`config.mk`:
```
export PLATFORM = sky130hd
export DESIGN_NAME = tcm_axis_reader_m
export DESIGN_NICKNAME = d
export VERILOG_FILES = /design/src/rtl/tcm_axis_reader_m.sv
export SDC_FILE = /design/constraint.sdc
export NUM_CORES = 1
export LEC_CHECK = 0
export ABC_AREA = 1
export CORE_MARGIN = 3
export CORE_UTILIZATION = 51
export CTS_BUF_LIST = sky130_fd_sc_hd__clkbuf_16
export DETAILED_ROUTE_END_ITERATION = 12
export PLACE_DENSITY_LB_ADDON = 0.2
export SKIP_LAST_GASP = 1
export SLEW_MARGIN = 5
export SYNTH_ARGS = -nofsm -noshare
export SYNTH_HDL_FRONTEND = slang
export SYNTH_SLANG_ARGS = --single-unit
```
`constraint.sdc`:
```
create_clock -name M_AXIS_ACLK -period 2.85 [get_ports M_AXIS_ACLK]
set_input_delay 0.4275 -clock M_AXIS_ACLK [delete_from_list [all_inputs] [get_ports M_AXIS_ACLK]]
set_output_delay 0.4275 -clock M_AXIS_ACLK [all_outputs]
set_load 0.01 [all_outputs]
```
`src/rtl/tcm_axis_reader_m.sv`:
```
// AXI-Stream master that reads a block of TCM words and streams them out.
// Single-cycle-latency TCM reads feed a 2-entry FIFO that drives the stream.
module tcm_axis_reader_m #(
  parameter int C_M_AXIS_TDATA_WIDTH = 32,
  parameter int C_TCM_ADDR_WIDTH     = 10
) (
  input  logic                              M_AXIS_ACLK,
  input  logic                              M_AXIS_ARESETN,
  input  logic [31:0]                       USR_tcm_control,
  output logic                              busy,
  output logic                              done,
  output logic                              tcm_rd_en,
  output logic [C_TCM_ADDR_WIDTH-1:0]       tcm_rd_addr,
  input  logic [C_M_AXIS_TDATA_WIDTH-1:0]   tcm_rd_data,
  output logic                              M_AXIS_TVALID,
  output logic [C_M_AXIS_TDATA_WIDTH-1:0]   M_AXIS_TDATA,
  output logic [C_M_AXIS_TDATA_WIDTH/8-1:0] M_AXIS_TSTRB,
  output logic                              M_AXIS_TLAST,
  input  logic                              M_AXIS_TREADY
);

  localparam int DW = C_M_AXIS_TDATA_WIDTH;
  localparam int AW = C_TCM_ADDR_WIDTH;
  localparam int CW = AW + 1;
  localparam logic [31:0] DEPTH = 32'd1 << AW;

  typedef enum logic [1:0] {S_IDLE, S_RUN, S_DRAIN, S_ZERO} state_e;

  state_e         state_q, state_d;
  logic           start_prev_q;
  logic [CW-1:0]  nlat_q, nlat_d;
  logic [CW-1:0]  rd_ptr_q, rd_ptr_d;
  logic [CW-1:0]  sent_q, sent_d;
  logic           inflight_q;
  logic [DW-1:0]  fifo_mem_q [2];
  logic           fifo_wr_q, fifo_rd_q;
  logic [1:0]     fifo_cnt_q;

  logic           start_edge, abort_act, tvalid, pop, push, last_beat;
  logic           rd_en_c, done_c;
  logic [31:0]    n_ext;
  logic [CW-1:0]  n_clip;
  logic           ctrl_unused;

  assign ctrl_unused = ^USR_tcm_control[15:2];

  assign start_edge = USR_tcm_control[0] & ~start_prev_q;
  assign abort_act  = USR_tcm_control[1] & ((state_q == S_RUN) || (state_q == S_DRAIN));
  assign tvalid     = (fifo_cnt_q != 2'd0);
  assign pop        = tvalid & M_AXIS_TREADY;
  // A read landing in the abort cycle is dropped together with the FIFO contents.
  assign push       = inflight_q & ~abort_act;
  assign last_beat  = tvalid & (sent_q == nlat_q - CW'(1));

  assign n_ext  = {16'd0, USR_tcm_control[31:16]};
  assign n_clip = (n_ext > DEPTH) ? DEPTH[CW-1:0] : n_ext[CW-1:0];

  always_comb begin
    // NOTE: every combinational output gets a default first so no latch is inferred.
    state_d  = state_q;
    nlat_d   = nlat_q;
    rd_ptr_d = rd_ptr_q;
    sent_d   = pop ? sent_q + CW'(1) : sent_q;
    rd_en_c  = 1'b0;
    done_c   = 1'b0;
    unique case (state_q)
      S_IDLE: begin
        if (start_edge) begin
          nlat_d   = n_clip;
          rd_ptr_d = '0;
          sent_d   = '0;
          state_d  = (n_clip == '0) ? S_ZERO : S_RUN;
        end
      end
      S_ZERO: begin
        done_c  = 1'b1;
        state_d = S_IDLE;
      end
      S_RUN: begin
        if (abort_act) begin
          done_c  = 1'b1;
          state_d = S_IDLE;
        end else if ((3'(fifo_cnt_q) + 3'(inflight_q)) < 3'd2) begin
          rd_en_c  = 1'b1;
          rd_ptr_d = rd_ptr_q + CW'(1);
          if (rd_ptr_d == nlat_q) state_d = S_DRAIN;
        end
      end
      S_DRAIN: begin
        if (abort_act || (pop && last_beat)) begin
          done_c  = 1'b1;
          state_d = S_IDLE;
        end
      end
      default: state_d = S_IDLE;
    endcase
  end

  always_ff @(posedge M_AXIS_ACLK) begin
    if (!M_AXIS_ARESETN) begin
      state_q      <= S_IDLE;
      // Tracks the live level in reset so a start held high through reset is not an edge.
      start_prev_q <= USR_tcm_control[0];
      nlat_q       <= '0;
      rd_ptr_q     <= '0;
      sent_q       <= '0;
      inflight_q   <= 1'b0;
    end else begin
      state_q      <= state_d;
      start_prev_q <= USR_tcm_control[0];
      nlat_q       <= nlat_d;
      rd_ptr_q     <= rd_ptr_d;
      sent_q       <= sent_d;
      inflight_q   <= rd_en_c;
    end
  end

  always_ff @(posedge M_AXIS_ACLK) begin
    if (!M_AXIS_ARESETN) begin
      // NOTE: the two storage words are reset too, so TDATA reads zero out of reset.
      fifo_mem_q[0] <= '0;
      fifo_mem_q[1] <= '0;
      fifo_wr_q     <= 1'b0;
      fifo_rd_q     <= 1'b0;
      fifo_cnt_q    <= 2'd0;
    end else if (abort_act) begin
      fifo_wr_q     <= 1'b0;
      fifo_rd_q     <= 1'b0;
      fifo_cnt_q    <= 2'd0;
    end else begin
      if (push) begin
        fifo_mem_q[fifo_wr_q] <= tcm_rd_data;
        fifo_wr_q             <= ~fifo_wr_q;
      end
      if (pop) fifo_rd_q <= ~fifo_rd_q;
      unique case ({push, pop})
        2'b10:   fifo_cnt_q <= fifo_cnt_q + 2'd1;
        2'b01:   fifo_cnt_q <= fifo_cnt_q - 2'd1;
        default: fifo_cnt_q <= fifo_cnt_q;
      endcase
    end
  end

  assign busy          = (state_q != S_IDLE);
  assign done          = done_c;
  assign tcm_rd_en     = rd_en_c;
  assign tcm_rd_addr   = rd_ptr_q[AW-1:0];
  assign M_AXIS_TVALID = tvalid;
  assign M_AXIS_TDATA  = fifo_mem_q[fifo_rd_q];
  assign M_AXIS_TSTRB  = {(DW/8){tvalid}};
  assign M_AXIS_TLAST  = last_beat;

endmodule

```
==> qor.yml, run 1 <==
dp_hpwl_um: 9230
p_leak_uw: 0.002912
cts_root_buffer: "clkbuf_16"
synth_seq_cells: 106
grt_pass1_vias: 4503
multi_input_area_um2: 2331
syn_area_um2: 5550
dieWidth_um: 110.3
peakVddDrop_mv: 0.3741
vias: 4720
reg2reg_from: "rd_ptr_q[0]"
cts.path.max_buffers: 2
worstSetupStartpointType: "flop"
post_cts_buffers: 0
tritoncts: "built"
synth_nets: 747
cts_buffers: 9
final_hold_viol_count: 0
antenna_found_initial: 0
utilization_pct: 67.44
syn2layout_area_growth_pct: 27.12
portBuffers: 103
tightest_slew_ns: 0.5023
dr.pass1.iters: 5
die_h_um: 110.3
crit_path_end_kind: "output pin"
postRouteAntennaNets: 0
layout.filler_cells: 854
hp-start: "fifo_wr_q"
drt-initial-drc-count: 360
slew_viol_final: 0
grt_max_degree: 33
critPathMaxFanout: 3
dp.cells: 894
worst-r2r-setup-slack_ns: 0.58
cts.sinks: 106
drive_above_1_share_pct: 13.05
route.met3.wl_um: 844
status: "finished clean"
path_clk_slew_ns: 0.08
routedLengthMet1_um: 5523
finalSetupViolCount: 0
timing.slew.headroom_pct: 66.42
synth-edff-count: 64
layoutNonFillerInstCount: 910
fin_crit_sh_pct: 92.63
synthDistinctLibCells: 37
netlist_instances: 672
worstPathRequired_ns: 2.42
grt_pass1_wl_um: 21050
start_util_pct: 53.05
routed-wl-met2_um: 6497
wl_per_cell_um: 14.31
dieArea_um2: 12170
skew_ns: 0.009435
gp_congestion: 0.9269
yosysSeqAreaShare_pct: 49.77
drc: 0
gr-total-overflow: 0
diodes: 0
drt-total-wl_um: 13030
htreeDepth: 3
fin_crit_ns: 2.640
critPathArrivalTime_ns: 2.21
fin_total_pwr_uw: 4213
core-area_um2: 10460
cap_violations: 0
highest-signal-layer: "met4"
synth-async-reset-ratio_pct: 0
cp-startpoint: "nlat_q[0]"
critical_path_class: "reg2out"
gr-usage-all-layers_pct: 22.09
syn_area_per_cell_um2: 8.259
p_per_area_nw_per_um2: 597.1
insertion_delay_ns: 0.34
nNetsFinal: 844
final-seq-area_um2: 2766
fmax_mhz: 378.8
min_path_type: "reg2reg"
rows: 37
via_per_inst: 5.187
ys_warn_count: 0
io_pins: 118
yosys_most_used_dff: "edfxtp_1"
cell usage after synthesis (2+ instances only):
library cell	count	area share [%]
buf_1	3	0.20
dfxtp_1	42	15
mux2_2	32	6.5
nand2_2	4	0.45
edfxtp_1	64	35
nor3_1	6	0.54
o22ai_1	6	0.68
inv_1	87	5.9
nor2_4	2	0.41
clkbuf_1	11	0.74
a21oi_1	20	1.8
nand2_1	127	8.6
o21ai_1	5	0.45
nor3b_1	2	0.27
ha_1	8	1.8
buf_4	15	2.0
xor2_1	6	0.95
nor4_1	2	0.23
nor2_2	4	0.45
or2_2	3	0.34
o32ai_1	5	0.79
inv_2	5	0.34
o21a_1	2	0.27
o21ai_0	3	0.27
nand4_1	6	0.68
nand3_1	55	5.0
clkinv_1	2	0.14
nor2_1	136	9.2
cell type report:
class | count | share of cell area (%)
inverters | 94 | 5.001
multi-input cells | 442 | 33.04
well taps | 136 | 2.412
repair buffers | 116 | 16.12
flip-flops and latches | 106 | 39.21
clock inverters | 7 | 1.029
clock buffers | 9 | 3.192
timing repair:
action                     CTS  global route
pin swaps                    0             3
setup endpoints to repair    2             2
hold buffers                 0             0
resized for setup            3            24
hold endpoints to repair     0             0
routing by layer:
metal / GRT usage (%) / vias to the layer above
met3: 3.786 / 20
met2: 37.61 / 171
met4: 4.749 / 0
li1: - / 2361
met1: 29.70 / 2168
met5: 0 / -
worst max-delay path, stage by stage (launching register included):
cell     delay [ns]
dfxtp_2        0.35
inv_2          0.06
ha_4           0.17
or2_4          0.25
nand3_2        0.05
nand3_1        0.09
nor2_2         0.15
nand2_2        0.09
nor2_2         0.12
nand3_2        0.07
nand2_1        0.06
nand2_1        0.05
nand2_1        0.05
nor2_1         0.03
nor2_1         0.12
buf_4          0.15
kinds of logic (layout without fill, tap and decap cells):
logic type               after synthesis  in the layout  synth area share, %
XOR/XNOR                               7              7                1.105
multiplexers                          32             32                6.492
AO/OA/AOI/OAI                         46             46                5.005
AND/OR/NAND/NOR                      349            349                26.40
flip-flops                           106            106                49.77
buffers and inverters                124            226                9.423
adder cells (fa/ha/maj)                8              8                1.803
worst paths after layout:
path                end  cells after the start
max                done                     15
min           fifo_wr_q                      2
min reg2reg   fifo_wr_q                      2
max reg2reg  state_q[0]                     14
stage by stage:
stage          hold slack [ns]  TNS (ns)  setup slack (ns)  cell area (um2)
2_1_floorplan           0.4552         0            0.3775             5550
5_1_grt                 0.5171  -0.01685          -0.01685             7056
3_3_place_gp            0.4693         0            0.1006             6696
4_1_cts                 0.4907  -0.08193          -0.08193             6998
3_5_place_dp            0.4797         0           0.03446             6696
6_report                0.4867         0            0.2100             7056
placed cells by master (no fill, tap or decap), types with 2 or more instances in the layout:
cell type / instances
inv_1: 85
nor3_1: 6
inv_8: 2
o21a_1: 2
o21ai_1: 5
inv_2: 7
buf_4: 13
clkdlybuf4s50_1: 101
nor2_4: 3
xor2_1: 6
a21oi_1: 20
nand2_1: 124
nor2_1: 131
edfxtp_1: 64
or2_2: 3
nand3_2: 3
o22ai_1: 6
nand2_2: 6
mux2_2: 32
nand4_1: 6
nand3_1: 53
clkinv_1: 2
nor3b_1: 2
dfxtp_1: 39
nor2_2: 8
o21ai_0: 3
dfxtp_2: 3
o32ai_1: 5
clkbuf_16: 9
inv_6: 3
ha_1: 7
state kept, by name, indices dropped and copies added (netlist names), named ones only:
register      flops
fifo_mem_q       64
nlat_q           11
rd_ptr_q         11
sent_q           11
fifo_cnt_q        2
state_q           2
fifo_rd_q         1
fifo_wr_q         1
inflight_q        1
start_prev_q      1
report_power, final:
part / switching, uW / internal, uW
clock: 616 / 623
combinational: 599 / 548
sequential: 61.8 / 1760
total: 1280 / 2940
(Power assumes the default switching activity.)
==> run 2: changes to the inputs <==
--- a/config.mk
+++ b/config.mk
@@ -7,7 +7,7 @@
 export LEC_CHECK = 0
 export ABC_AREA = 1
 export CORE_MARGIN = 3
-export CORE_UTILIZATION = 51
+export CORE_UTILIZATION = 55
 export CTS_BUF_LIST = sky130_fd_sc_hd__clkbuf_16
 export DETAILED_ROUTE_END_ITERATION = 12
 export PLACE_DENSITY_LB_ADDON = 0.2
==> constraint.sdc (replaced) <==
create_clock -name M_AXIS_ACLK -period 3.05 [get_ports M_AXIS_ACLK]
set_input_delay 0.4575 -clock M_AXIS_ACLK [delete_from_list [all_inputs] [get_ports M_AXIS_ACLK]]
set_output_delay 0.4575 -clock M_AXIS_ACLK [all_outputs]
set_load 0.01 [all_outputs]
==> run 2 against run 1 <==
  * Clock-buffer cell count unchanged
  * Utilization increased by 3.8 points
  * First-iteration DRC count decreased by 32%
  * Flip-flop and latch count unchanged
  * Largest cell class unchanged
  * Largest power group unchanged
  * Power decreased by 6.6%
  * Highest routed layer unchanged
  * Sequential power decreased by 7%
==> qor.yml, run 2 (synthesis results as in run 1) <==
peakVddDrop_mv: 0.3502  # -6.4%
critPathArrivalTime_ns: 2.35  # +0.14 ns
dieArea_um2: 11330  # -6.9%
fin_crit_sh_pct: 91.98
largest_reg_flops: 64  # unchanged
grt_pass1_wl_um: 20270  # -3.7%
tightest_slew_ns: 0.4733  # -0.02899 ns
cp_cell_sequence: "inv_1 -> ha_2 -> nand2_1 -> nor2_2 -> nand3_1 -> xor2_1 -> nand2_1 -> nor2_1 -> nand3_1 -> nand2_1 -> nand2_1 -> nand2_1 -> nor2_1 -> nor2_1 -> clkbuf_2"
drive_above_1_share_pct: 10.39  # -2.7 points
tritoncts: "built"
final_hold_viol_count: 0  # unchanged
critPathMaxFanout: 5  # +2
fmax_mhz: 356.4
timing.slew.headroom_pct: 68.34  # +1.9 points
cap_violations: 0  # unchanged
htreeDepth: 3  # unchanged
crit_path_end_kind: "output pin"
skew_ns: 0.006299  # -0.003136 ns
p_leak_uw: 0.002904  # -0.25%
diodes: 0  # unchanged
critical-path-top-delay-family: "simple AND/OR/NAND/NOR gates"
gp_congestion: 0.9661  # +4.2%
cp_common_cell: "nand2_1"
start_util_pct: 56.78  # +3.7 points
critical_path_class: "reg2out"
antenna_found_initial: 0  # unchanged
worst-path-buf-inv: 2  # unchanged
grt_pass1_vias: 4379  # -2.8%
tns_ns: 0  # unchanged
finalSetupViolCount: 0  # unchanged
placed_area_um2: 6663  # -0.50%
io_pins: 118  # unchanged
die_h_um: 106.5  # -3.5%
p_per_area_nw_per_um2: 565.2  # -5.3%
top_register: "fifo_mem_q"
cts.path.max_buffers: 2  # unchanged
worstSetupStartpointType: "flop"
via_per_inst: 5.151  # -0.70%
cpPeakStageDelay_ns: 0.33  # -0.02 ns
rows: 36  # -2.7%
nNetsFinal: 840  # -0.47%
dieWidth_um: 106.5  # -3.5%
path_clk_slew_ns: 0.07  # about the same
insertion_delay_ns: 0.35  # about the same
cts.sinks: 106  # unchanged
portBuffers: 103  # unchanged
grt_max_degree: 33  # unchanged
dr.pass1.iters: 7  # +2
cts_root_buffer: "clkbuf_16"
drt-initial-drc-count: 246  # -32%
layout_commonest_cell: "nor2_1"
design_area_um2: 6965  # -1.3%
cts_buffers: 9  # unchanged
rsz0062_at_grt: "false"
syn2layout_area_growth_pct: 25.50
status: "finished clean"
layout_common_cells: "135 x nor2_1, 127 x nand2_1, 101 x clkdlybuf4s50_1, 88 x inv_1, 64 x edfxtp_1"
slew_viol_final: 0  # unchanged
min_path_type: "reg2reg"
gr-usage-all-layers_pct: 22.35  # +0.26 points
post_cts_buffers: 0  # unchanged
fin_crit_ns: 2.805
dp_hpwl_um: 9171  # -0.64%
drt-total-wl_um: 12650  # -2.9%
postRouteAntennaNets: 0  # unchanged
worstPathRequired_ns: 2.59  # +0.17 ns
crit_slowest_cell: "dfxtp_1"
core-area_um2: 9774  # -6.6%
drc: 0  # unchanged
gr-total-overflow: 0  # unchanged
wl_per_cell_um: 14.01  # -2.1%
vias: 4651  # -1.5%
-- run 2: cell count changes in the layout (fill, tap and decap cells not counted), moves of 2 or more --
cell,delta
nand3_1,+2
inv_2,-2
nor2_2,-3
dfxtp_1,+3
dfxtp_2,-3
nor2_1,+4
buf_4,-5
nand2_2,-2
nand3_2,-2
nand2_1,+3
inv_1,+3
-- run 2: report_power, final --
group / total [uW] / leakage [uW] / switching, uW / internal, uW
Sequential: 1710 / 0.00100 / 60.8 / 1650
Clock: 1180 / 0.000150 / 536 / 645
Combinational: 1050 / 0.00175 / 540 / 506
-- run 2: final cells by class --
class / count / area (um2)
well taps: 133 / 166.4
fillers: 744 / 2809
flip-flops and latches: 106 / 2763
clock inverters: 7 / 75.07
inverters: 94 / 352.8
repair buffers: 112 / 1109
clock buffers: 9 / 225.2
multi-input cells: 442 / 2275
-- run 2: final timing paths --
check                                start                 to  slack [ns]  depth (start not counted)
worst max-delay path             nlat_q[1]               done        0.24                         15
worst min-delay path             fifo_wr_q          fifo_wr_q        0.49                          2
worst max register to register  state_q[0]  fifo_mem_q[0][16]        0.83                         10
worst min register to register   fifo_wr_q          fifo_wr_q        0.49                          2
-- run 2: routing by layer --
| layer | global-route usage [%] | share of wire, % | up-vias |
|---|---|---|---|
| met1 | 29.64 | 44 | 2144 |
| met2 | 37.38 | 49 | 137 |
| met4 | 7.763 | 1.7 | 0 |
| met5 | 0 | 0 | - |
| met3 | 3.582 | 4.8 | 24 |
| li1 | - | - | 2346 |
-- run 2: what timing repair did --
action                                  in CTS  in global routing
gates resized for setup                      2                  4
cloned                                       0                  0
hold buffers                                 0                  0
endpoints found under the setup margin       1                  2
pin swaps                                    0                  1
endpoints found under the hold margin        0                  0
-- run 2: tightest hold or removal path, stage by stage (launching register included) --
cell and delay [ns]:
dfxtp_1 0.32, nand2_1 0.07, a21oi_1 0.06
-- run 2: per-stage QoR --
stage | hold slack, ns | setup WS [ns] | util [%] | cells | power (uW)
final | 0.4882 | 0.2445 | 71.26 | 903 | 3937
after global placement | 0.4682 | 0.1915 | 68.16 | 887 | 2757
after detailed placement | 0.4822 | 0.1765 | 68.16 | 887 | 2789
after global routing | 0.5263 | 0.02670 | 71.26 | 903 | 4107
after floorplan | 0.4576 | 0.5775 | - | 672 | 2330
after CTS | 0.4925 | 0.08526 | 71.25 | 903 | 3960
